===== src/rtl/gaus_pkg.sv =====
// Shared types and constants for the gaussian window hold stage.
// State encoding, default address constants and row slicing helper.
package gaus_pkg;

    typedef enum logic [1:0] {
        IDLE = 2'd0,
        WAIT = 2'd1,
        RUN  = 2'd2,
        DONE = 2'd3
    } holdState_t;

    localparam int DEF_STARTADDRESS = 770;
    localparam int DEF_ENDADDRESS   = 2097152;
    localparam int DEF_PIXW         = 24;

    // Bit offset of a row inside a flattened window; row 0 sits in the LSBs.
    function automatic int rowOffset(input int row, input int roww);
        return row * roww;
    endfunction

endpackage


===== src/rtl/window_beat_counter.sv =====
// Frame sequencer: pause, capture-beat phase, pixel address and frame end.
// Emits one strobe per BEATS enabled cycles while running.
module window_beat_counter
    import gaus_pkg::*;
#(
    parameter int PAUSE        = 1,
    parameter int BEATS        = 4,
    parameter int COUNTSTEP    = 2,
    parameter int STARTADDRESS = DEF_STARTADDRESS,
    parameter int ENDADDRESS   = DEF_ENDADDRESS,
    parameter int PIXW         = DEF_PIXW
) (
    input  logic            clk,
    input  logic            reset,
    input  logic            HoldEn,
    output logic            strobe,
    output logic [PIXW-1:0] pix,
    output logic            busy,
    output logic            done
);

    localparam int PHW = (BEATS > 1) ? $clog2(BEATS) : 1;
    localparam int WCW = (PAUSE > 1) ? $clog2(PAUSE) : 1;
    localparam logic [PHW-1:0] LASTPHASE = PHW'(BEATS - 1);
    localparam logic [WCW-1:0] LASTWAIT  = WCW'((PAUSE > 0) ? PAUSE - 1 : 0);
    localparam logic [PIXW:0]  ENDLIM    = (PIXW + 1)'(ENDADDRESS);
    localparam logic [PIXW:0]  STEP      = (PIXW + 1)'(COUNTSTEP);
    localparam logic [PIXW-1:0] START    = PIXW'(STARTADDRESS);

    holdState_t state;
    holdState_t nextState;
    logic [PHW-1:0] phase;
    logic [WCW-1:0] waitCnt;
    logic [PIXW:0]  nextSum;
    logic           atEnd;

    // Widened sum so the frame-end test sees a carry out of the address.
    assign nextSum = {1'b0, pix} + STEP;
    assign atEnd   = (nextSum >= ENDLIM);
    assign strobe  = (state == RUN) && HoldEn && (phase == LASTPHASE);

    // State register.
    always_ff @(posedge clk or posedge reset) begin
        if (reset) begin
            state <= IDLE;
        end else begin
            state <= nextState;
        end
    end

    // Next-state logic.
    always_comb begin
        nextState = state;
        unique case (state)
            IDLE: begin
                if (HoldEn) begin
                    nextState = (PAUSE == 0) ? RUN : WAIT;
                end
            end
            WAIT: begin
                if (waitCnt == LASTWAIT) begin
                    nextState = RUN;
                end
            end
            RUN: begin
                if (strobe && atEnd) begin
                    nextState = DONE;
                end
            end
            DONE: begin
                if (!HoldEn) begin
                    nextState = IDLE;
                end
            end
            default: nextState = IDLE;
        endcase
    end

    // Status outputs decoded from the state.
    always_comb begin
        busy = 1'b0;
        done = 1'b0;
        if ((state == WAIT) || (state == RUN)) begin
            busy = 1'b1;
        end
        if (state == DONE) begin
            done = 1'b1;
        end
    end

    // Pause counter, beat phase and pixel address.
    always_ff @(posedge clk or posedge reset) begin
        if (reset) begin
            phase   <= '0;
            waitCnt <= '0;
            pix     <= START;
        end else begin
            unique case (state)
                IDLE: begin
                    if (HoldEn) begin
                        pix     <= START;
                        waitCnt <= '0;
                        phase   <= '0;
                    end
                end
                WAIT: begin
                    waitCnt <= waitCnt + 1'b1;
                    phase   <= '0;
                end
                RUN: begin
                    if (HoldEn) begin
                        phase <= (phase == LASTPHASE) ? '0 : phase + 1'b1;
                    end
                    if (strobe) begin
                        pix <= nextSum[PIXW-1:0];
                    end
                end
                default: begin
                end
            endcase
        end
    end

endmodule


===== src/rtl/gaus_window_hold.sv =====
// Captures a ROWS x ROWW window per beat strobe into a 2-deep hold queue
// and presents it downstream over a valid/ready handshake.
module gaus_window_hold
    import gaus_pkg::*;
#(
    parameter int ROWS         = 5,
    parameter int ROWW         = 40,
    parameter int STARTADDRESS = DEF_STARTADDRESS,
    parameter int ENDADDRESS   = DEF_ENDADDRESS,
    parameter int BEATS        = 4,
    parameter int PAUSE        = 1,
    parameter int COUNTSTEP    = 2,
    parameter int PIXW         = DEF_PIXW
) (
    input  logic                 clk,
    input  logic                 reset,
    input  logic                 HoldEn,
    input  logic [ROWS*ROWW-1:0] ShiftIn,
    output logic [ROWS*ROWW-1:0] HoldOut,
    output logic                 out_valid,
    input  logic                 out_ready,
    output logic [PIXW-1:0]      out_pixel,
    output logic                 busy,
    output logic                 done,
    output logic                 overrun,
    input  logic                 clear_ovf
);

    localparam int W = ROWS * ROWW;

    logic            strobe;
    logic [PIXW-1:0] pix;
    logic [W-1:0]    skidData;
    logic [PIXW-1:0] skidPix;
    logic [1:0]      count;
    logic            push;
    logic            pop;
    logic            dropEvt;

    window_beat_counter #(
        .PAUSE        (PAUSE),
        .BEATS        (BEATS),
        .COUNTSTEP    (COUNTSTEP),
        .STARTADDRESS (STARTADDRESS),
        .ENDADDRESS   (ENDADDRESS),
        .PIXW         (PIXW)
    ) beatCounter (
        .clk    (clk),
        .reset  (reset),
        .HoldEn (HoldEn),
        .strobe (strobe),
        .pix    (pix),
        .busy   (busy),
        .done   (done)
    );

    assign out_valid = (count != 2'd0);
    assign push      = strobe;
    assign pop       = out_valid && out_ready;
    assign dropEvt   = push && !pop && (count == 2'd2);

    // Head entry drives the outputs directly and keeps its value once
    // popped; the skid entry only backs it up when two are held.
    always_ff @(posedge clk or posedge reset) begin
        if (reset) begin
            HoldOut   <= '0;
            out_pixel <= '0;
            skidData  <= '0;
            skidPix   <= '0;
            count     <= 2'd0;
        end else if (push && pop) begin
            if (count == 2'd2) begin
                HoldOut   <= skidData;
                out_pixel <= skidPix;
                skidData  <= ShiftIn;
                skidPix   <= pix;
            end else begin
                HoldOut   <= ShiftIn;
                out_pixel <= pix;
            end
        end else if (push) begin
            if (count == 2'd0) begin
                HoldOut   <= ShiftIn;
                out_pixel <= pix;
                count     <= 2'd1;
            end else if (count == 2'd1) begin
                skidData <= ShiftIn;
                skidPix  <= pix;
                count    <= 2'd2;
            end
        end else if (pop) begin
            if (count == 2'd2) begin
                HoldOut   <= skidData;
                out_pixel <= skidPix;
            end
            count <= count - 2'd1;
        end
    end

    // Sticky overrun; a fresh drop wins over a same-cycle clear.
    always_ff @(posedge clk or posedge reset) begin
        if (reset) begin
            overrun <= 1'b0;
        end else if (dropEvt) begin
            overrun <= 1'b1;
        end else if (clear_ovf) begin
            overrun <= 1'b0;
        end
    end

endmodule


===== config.mk =====
export PLATFORM = sky130hd
export DESIGN_NAME = gaus_window_hold
export DESIGN_NICKNAME = d
export VERILOG_FILES = /design/src/rtl/gaus_pkg.sv /design/src/rtl/window_beat_counter.sv /design/src/rtl/gaus_window_hold.sv
export SDC_FILE = /design/constraint.sdc
export NUM_CORES = 1
export LEC_CHECK = 0
export CORE_MARGIN = 2
export CORE_UTILIZATION = 49
export CTS_CLUSTER_SIZE = 20
export DETAILED_ROUTE_END_ITERATION = 7
export PLACE_DENSITY = 0.77
export SLEW_MARGIN = 10
export SYNTH_ARGS = -nofsm -noshare
export SYNTH_HDL_FRONTEND = slang
export SYNTH_SLANG_ARGS = --single-unit

===== constraint.sdc =====
create_clock -name clk -period 16.9 [get_ports clk]
set_input_delay 1.69 -clock clk [delete_from_list [all_inputs] [get_ports clk]]
set_output_delay 1.69 -clock clk [all_outputs]
set_load 0.05 [all_outputs]

==> summary.md, run 1 <==
| Metric | Value |
|---|---|
| RSZ-0062 raised after global routing | `false` |
| Min-delay worst type | `register to register` |
| Fraction of layout cells with a size suffix above 1 | `10.87%` |
| Wirelength, routed | `50440 um` |
| Tcrit/Tclk final | `33.29%` |
| Crit Path Category | `input port to register` |
| Total global-route track usage | `23.00%` |
| Crit path launch | `HoldEn` |
| Worst-Margin Slew | `1.289 ns` |
| # DRC | `0` |
| GR met1 Demand/Resource | `28.53%` |
| Skew-Pair Late Insertion Delay | `0.59 ns` |
| GR peak layer | `met2` |
| Met3 Use GR | `7.683%` |
| Die Ht | `208.2 um` |
| TritonCTS clock tree | `built` |
| Worst r2r src | `beatCounter.state[0]` |
| Hold-fix buffers, CTS | `0` |
| Post-Layout Cell Count | `2611` |
| Cell taking the most area after synthesis | `dfrtp_1` |
| Fillcell total | `3059` |
| Ranking of synthesized cells by area | `dfrtp_1 58%, mux2i_1 11%, mux2_2 6.6%` |
| Placed Cells | `2515` |
| Outcome | `finished clean` |
| Number of global-route vias before repair | `14380` |
| H-tree depth | `2` |
| Net Count, Synth | `1863` |
| Core area | `41020 sq um` |
| Cell Rows | `74` |
| Slew HR | `14.09%` |
| Final min period | `5.626 ns` |
| First-pass GRT wire length | `79470 um` |
| Setup violators final | `0` |
| EDFF count, synth | `0` |
| Worst Path Required | `17.30 ns` |
| Number of max-cap violations | `0` |
| Ys flop type | `dfrtp_1` |
| Met2 GRT Util | `37.53%` |
| Max Clock Freq | `0.1777 GHz` |
| Clk pin slew, worst setup/hold paths | `0.06 ns` |
| Synthesized area per cell | `12.40 sq um` |
| Area grow syn2layout | `30.39%` |
| CTS sink cnt | `477` |
| Total Neg Setup Slack | `0 ns` |
| Synthesized flop and latch total | `477` |
| Deepest clock path buffer count | `3` |
| Vias per std cell | `5.379` |
| Multi-input logic area | `7764 sq um` |
| Overflow after GRT | `0` |
| Hold path startpoint | `skidData[87]` |
| Worst VDD drop | `129.2 uV` |
| Setup Fix Bufs, Post-CTS | `0` |
| Setup crit start kind | `input port` |
| Pwr dens | `190.3 nW/um^2` |
| Final worst clock skew | `0.01582 ns` |
| DR vias | `14040` |
| CTS Buf Count | `51` |
| YS warnings | `0` |
| Pre-antenna DRT Iters | `5` |
| Die Area | `43370 sq um` |
| Unique masters post-synth | `52` |
| Cell area after layout | `26650 sq um` |
| Final nets | `2250` |
| Post_cts resized | `0` |
| DR WL/cell | `19.32 um` |
| Synthesized area | `20440 sq um` |
| Ant. Diodes | `0` |
| Top-area cell type share of the netlist area | `58.03%` |
| I/O pin cnt | `433` |
| Clk root buf | `clkbuf_16` |
| Post-route ant nets | `0` |
| Placed Area | `24870 sq um` |
| Final-report max-slew violation count | `0` |
| Post-synthesis sequential area ratio | `58.41%` |
| Max Fanout on Critical Path | `62` |
| Starting density of the core | `49.84%` |
| Setup crit end kind | `register` |
| Signal arrival time at the worst endpoint | `6.02 ns` |
| GP Congestion | `0.8084` |
| Port buffer count | `431` |
| Final hold violations | `0` |
| DP HPWL | `32580 um` |
| Initial DRC Count | `917` |
| Register area | `11940 sq um` |
| Die span in x | `208.2 um` |
| Largest net degree at the start of global routing | `243` |
| Cells after Synth | `1649` |
| Post-synth ARST share | `100.0%` |
| Leak | `13.42 nW` |
| Initial antenna violation count | `4` |
final timing paths:
path	end	slack (ns)	depth (start not counted)
setup / recovery	HoldOut[113]	11.27	8
hold reg to reg	skidData[87]	0.49	1
min in group asynchronous	HoldOut[51]	1.75	2
setup reg to reg	HoldOut[113]	12.15	9
max in group asynchronous	skidData[160]	13.60	3
hold / removal	skidData[87]	0.49	1
critical path: stages:
cell and delay (ns):
clkdlybuf4s50_1 0.59, and3_1 0.43, o21ai_4 0.10, buf_4 0.69, buf_4 0.92, buf_4 0.96, mux2i_1 0.31, a21oi_1 0.10
cell type report:
class,count,share of cell area [%]
clock inverters,12,0.7605
inverters,12,0.1972
well taps,532,2.497
repair buffers,442,16.68
clock buffers,84,5.934
multi-input cells,1052,29.13
flip-flops and latches,477,44.80
routing by layer:
metal / routed length (um) / vias up
li1: - / 6570
met1: 20530 / 6943
met2: 24090 / 426
met3: 4143 / 97
met4: 1621 / 8
met5: 57 / -
kinds of logic after synthesis:
logic type	synth area share, %
adders and majority gates	0.5509
xor gates and xnor gates	0.4713
muxes	23.41
other	0.01835
AOI/OAI and AO/OA	6.837
DFF	58.41
buffers and inverters	3.642
and+or+nand+nor	6.660
cell usage in the layout (no fill, tap or decap), drive strengths merged, types with 2 or more instances in the layout:
cell type	instances
a21o	2
a21oi	228
a22o	5
a31o	2
a31oi	3
and2	3
and3	4
and4	3
buf	11
bufinv	5
clkbuf	84
clkdlybuf4s50	431
clkinv	5
dfrtp	474
dfstp	3
ha	9
inv	13
mux2	224
mux2i	226
nand2	14
nand2b	2
nand3	12
nand4	8
nor2	241
nor2b	2
nor3	13
nor4	7
o21ai	16
o31ai	2
or3	3
or3b	2
xnor2	7
xor2	4
stage by stage:
stage | setup slack [ns] | hold WS (ns) | power, mW | util [%]
final | 11.27 | 0.4851 | 5.071 | 64.98
after global routing | 11.12 | 0.4978 | 5.295 | 64.98
after CTS | 11.41 | 0.4879 | 5.114 | 64.98
after detailed placement | 10.80 | 0.4748 | 3.918 | 60.63
after floorplan | 1.907 | 0.4518 | 3.095 | -
after global placement | 10.88 | 0.4660 | 3.870 | 60.63
cells in the mapped netlist, types with 3 or more instances:
master,instances
dfrtp_1,474
nand4_1,7
mux2_2,120
nor2_1,241
dfstp_2,3
buf_4,19
nand3_1,11
o21ai_0,15
and3_1,3
and4_1,3
mux2_1,104
nor4_1,6
or3_1,3
nor3_1,12
clkbuf_1,41
a22o_1,5
a21oi_1,228
buf_1,5
inv_1,12
xnor2_1,7
buf_6,27
a31oi_1,3
ha_1,9
xor2_1,4
mux2i_1,226
nand2_1,14
buf_2,15
flip-flops by register name, summed over array words and instances (netlist names):
| name | count |
|---|---|
| HoldOut | 200 |
| beatCounter.phase | 2 |
| beatCounter.pix | 23 |
| beatCounter.state | 2 |
| beatCounter.waitCnt | 1 |
| count | 2 |
| out_pixel | 23 |
| overrun | 1 |
| skidData | 200 |
| skidPix | 23 |
power breakdown:
group / switching (mW) / total, mW / internal, mW / leakage (nW)
combinational: 1.53 / 2.26 / 0.726 / 6.37
sequential: 0.183 / 1.65 / 1.46 / 6.19
clock: 0.455 / 1.17 / 0.714 / 0.873
Note: power is estimated with default switching activity, not from simulation.
==> run 2, diff against run 1 <==
==> constraint.sdc (replaced) <==
create_clock -name clk -period 5.65 [get_ports clk]
set_input_delay 0.565 -clock clk [delete_from_list [all_inputs] [get_ports clk]]
set_output_delay 0.565 -clock clk [all_outputs]
set_load 0.05 [all_outputs]
==> run 2 against run 1 <==
Net effect:
- cell count fell by 0.11%
- worst setup slack got worse by 8.9 ns
- cell area fell by 0.69%
- sequential power rose to 3.0 times the previous value
- clock power rose to 2.6 times the previous value
- clock skew rose by 0.0018 ns
- largest cell class unchanged
- largest power group unchanged
- highest routed layer unchanged
==> summary.md, run 2 (synthesized netlist as in run 1, its figures left out) <==
| Metric | Value |
|---|---|
| Worst hold slack | `0.2717 ns (-0.2135 ns)` |
| Setup violators final | `0 (unchanged)` |
| I/O pin cnt | `433 (unchanged)` |
| Wirelength, routed | `49510 um (-1.8%)` |
| DR vias | `14060 (+0.078%)` |
| Die Area | `43370 sq um (unchanged)` |
| Die Ht | `208.2 um (unchanged)` |
| # DRC | `0 (unchanged)` |
| Max Fanout on Critical Path | `122 (+97%)` |
| Crit Path Category | `register to register` |
| Final-report max-slew violation count | `0 (unchanged)` |
| Largest net degree at the start of global routing | `174 (-28%)` |
| Clk pin slew, worst setup/hold paths | `0.06 ns (about the same)` |
| Max Clock Freq | `0.3089 GHz` |
| Worst Path Required | `6.07 ns (-11.23 ns)` |
| Vias per std cell | `5.389 (+0.19%)` |
| Fraction of layout cells with a size suffix above 1 | `10.30% (-0.57 points)` |
| H-tree depth | `2 (unchanged)` |
| CTS sink cnt | `477 (unchanged)` |
| Min-delay worst type | `input port to asynchronous set/reset pin` |
| Most common cell after layout, fill and taps aside | `dfrtp_1` |
| Placed Cells | `2516 (+0.040%)` |
| PnR worst setup slack | `2.413 ns (-8.861 ns)` |
| Highest Signal Layer | `met5` |
| GP Congestion | `0.7883 (-2.5%)` |
| Starting density of the core | `49.84% (unchanged)` |
| Pwr dens | `556.8 nW/um^2 (+190%)` |
| Pre-antenna DRT Iters | `5 (unchanged)` |
| CTS Buf Count | `50 (-2.0%)` |
| Final worst clock skew | `0.01761 ns (+0.001785 ns)` |
| Number of max-cap violations | `0 (unchanged)` |
| Worst-Margin Slew | `1.157 ns (-0.1313 ns)` |
| Number of global-route vias before repair | `14520 (+1.0%)` |
| Port buffer count | `431 (unchanged)` |
| Deepest clock path buffer count | `3 (unchanged)` |
| Overflow after GRT | `0 (unchanged)` |
| Setup crit start kind | `register` |
| Clk root buf | `clkbuf_16` |
| Area grow syn2layout | `29.49%` |
| DR WL/cell | `18.99 um (-1.7%)` |
| Post-Layout Cell Count | `2608 (-0.11%)` |
| Setup crit end kind | `register` |
| Met1 wire length | `20200 um (-1.6%)` |
| Total Neg Setup Slack | `0 ns (unchanged)` |
| Final nets | `2250 (unchanged)` |
| Setup Fix Bufs, Post-CTS | `0 (unchanged)` |
| Final hold violations | `0 (unchanged)` |
| Worst VDD drop | `382.1 uV (+200%)` |
| RSZ-0062 raised after global routing | `false` |
| Initial DRC Count | `945 (+3.1%)` |
| TritonCTS clock tree | `built` |
| Dpl ws | `2.317 ns (-8.486 ns)` |
| Signal arrival time at the worst endpoint | `3.66 ns (-2.36 ns)` |
| Total global-route track usage | `22.81% (-0.18 points)` |
| Outcome | `finished clean` |
| Slew HR | `22.85% (+8.8 points)` |
| DP HPWL | `32950 um (+1.1%)` |
| Skew-Pair Late Insertion Delay | `0.58 ns (about the same)` |
| Cell Rows | `74 (unchanged)` |
| Post_cts resized | `0 (unchanged)` |
| Post-route ant nets | `0 (unchanged)` |
| Initial antenna violation count | `16 (+12)` |
| Final min period | `3.237 ns` |
| Top Registers | `HoldOut: 200 flops, skidData: 200 flops` |
| Leak | `13.31 nW (-0.83%)` |
| Tcrit/Tclk final | `57.30%` |
| Met3 WL | `4100 um (-1.0%)` |
| First-pass GRT wire length | `79130 um (-0.43%)` |
| Most frequent cells in the layout | `474 x dfrtp_1, 431 x clkdlybuf4s50_1, 241 x nor2_1` |
| Hold-fix buffers, CTS | `0 (unchanged)` |
| Met2 WL | `23490 um (-2.5%)` |
| Die span in x | `208.2 um (unchanged)` |
| Core area | `41020 sq um (unchanged)` |
-- run 2: where the power goes --
| part | switching (mW) | internal, mW | leakage (nW) | total, mW |
|---|---|---|---|---|
| Sequential | 0.546 | 4.37 | 6.19 | 4.92 |
| Clock | 1.31 | 1.78 | 0.740 | 3.09 |
| Combinational | 4.56 | 2.17 | 6.39 | 6.73 |
| Total | 6.41 | 8.32 | 13.3 | 14.7 |
-- run 2: final cells by class --
type	instances	area [sq um]
sequential	477	11940
inverter	12	48.80
tap	532	665.6
antenna	9	22.52
clock inverter	7	37.54
timing repair buffer	443	4517
multi-input combinational	1052	7764
fill	3145	14550
clock buffer	76	1473
-- run 2: through the flow --
step	instance area [sq um]	util, %	total power, mW
floorplan	20440	-	9.260
CTS	26450	64.47	14.87
finish	26470	64.53	14.74
detailed placement	24940	60.79	11.73
global route	26470	64.52	15.42
global placement	24940	60.79	11.58
-- run 2: layer usage --
metal / GRT usage (%) / vias to the layer above
met3: 8.075 / 96
met4: 9.799 / 14
met1: 28.36 / 6977
met5: 0 / -
li1: - / 6562
met2: 36.17 / 406
-- run 2: worst paths after layout --
check / slack (ns) / end / startpoint / cells past startpoint
max in group asynchronous: 3.79 / skidData[142] / reset / 4
hold / removal: 0.27 / HoldOut[0] / reset / 2
setup reg to reg: 2.41 / HoldOut[91] / count[0] / 8
min in group clk: 0.48 / skidData[166] / skidData[166] / 1
hold reg to reg: 0.48 / skidData[166] / skidData[166] / 1
setup / recovery: 2.41 / HoldOut[91] / count[0] / 8
-- run 2: critical path: stages (launching register included) --
cell and delay, ns:
dfrtp_1 0.39, inv_1 0.10, ha_1 0.28, inv_1 0.18, nand2_1 0.14, o21ai_4 0.65
buf_12 0.57, mux2i_1 0.29, a21oi_1 0.09
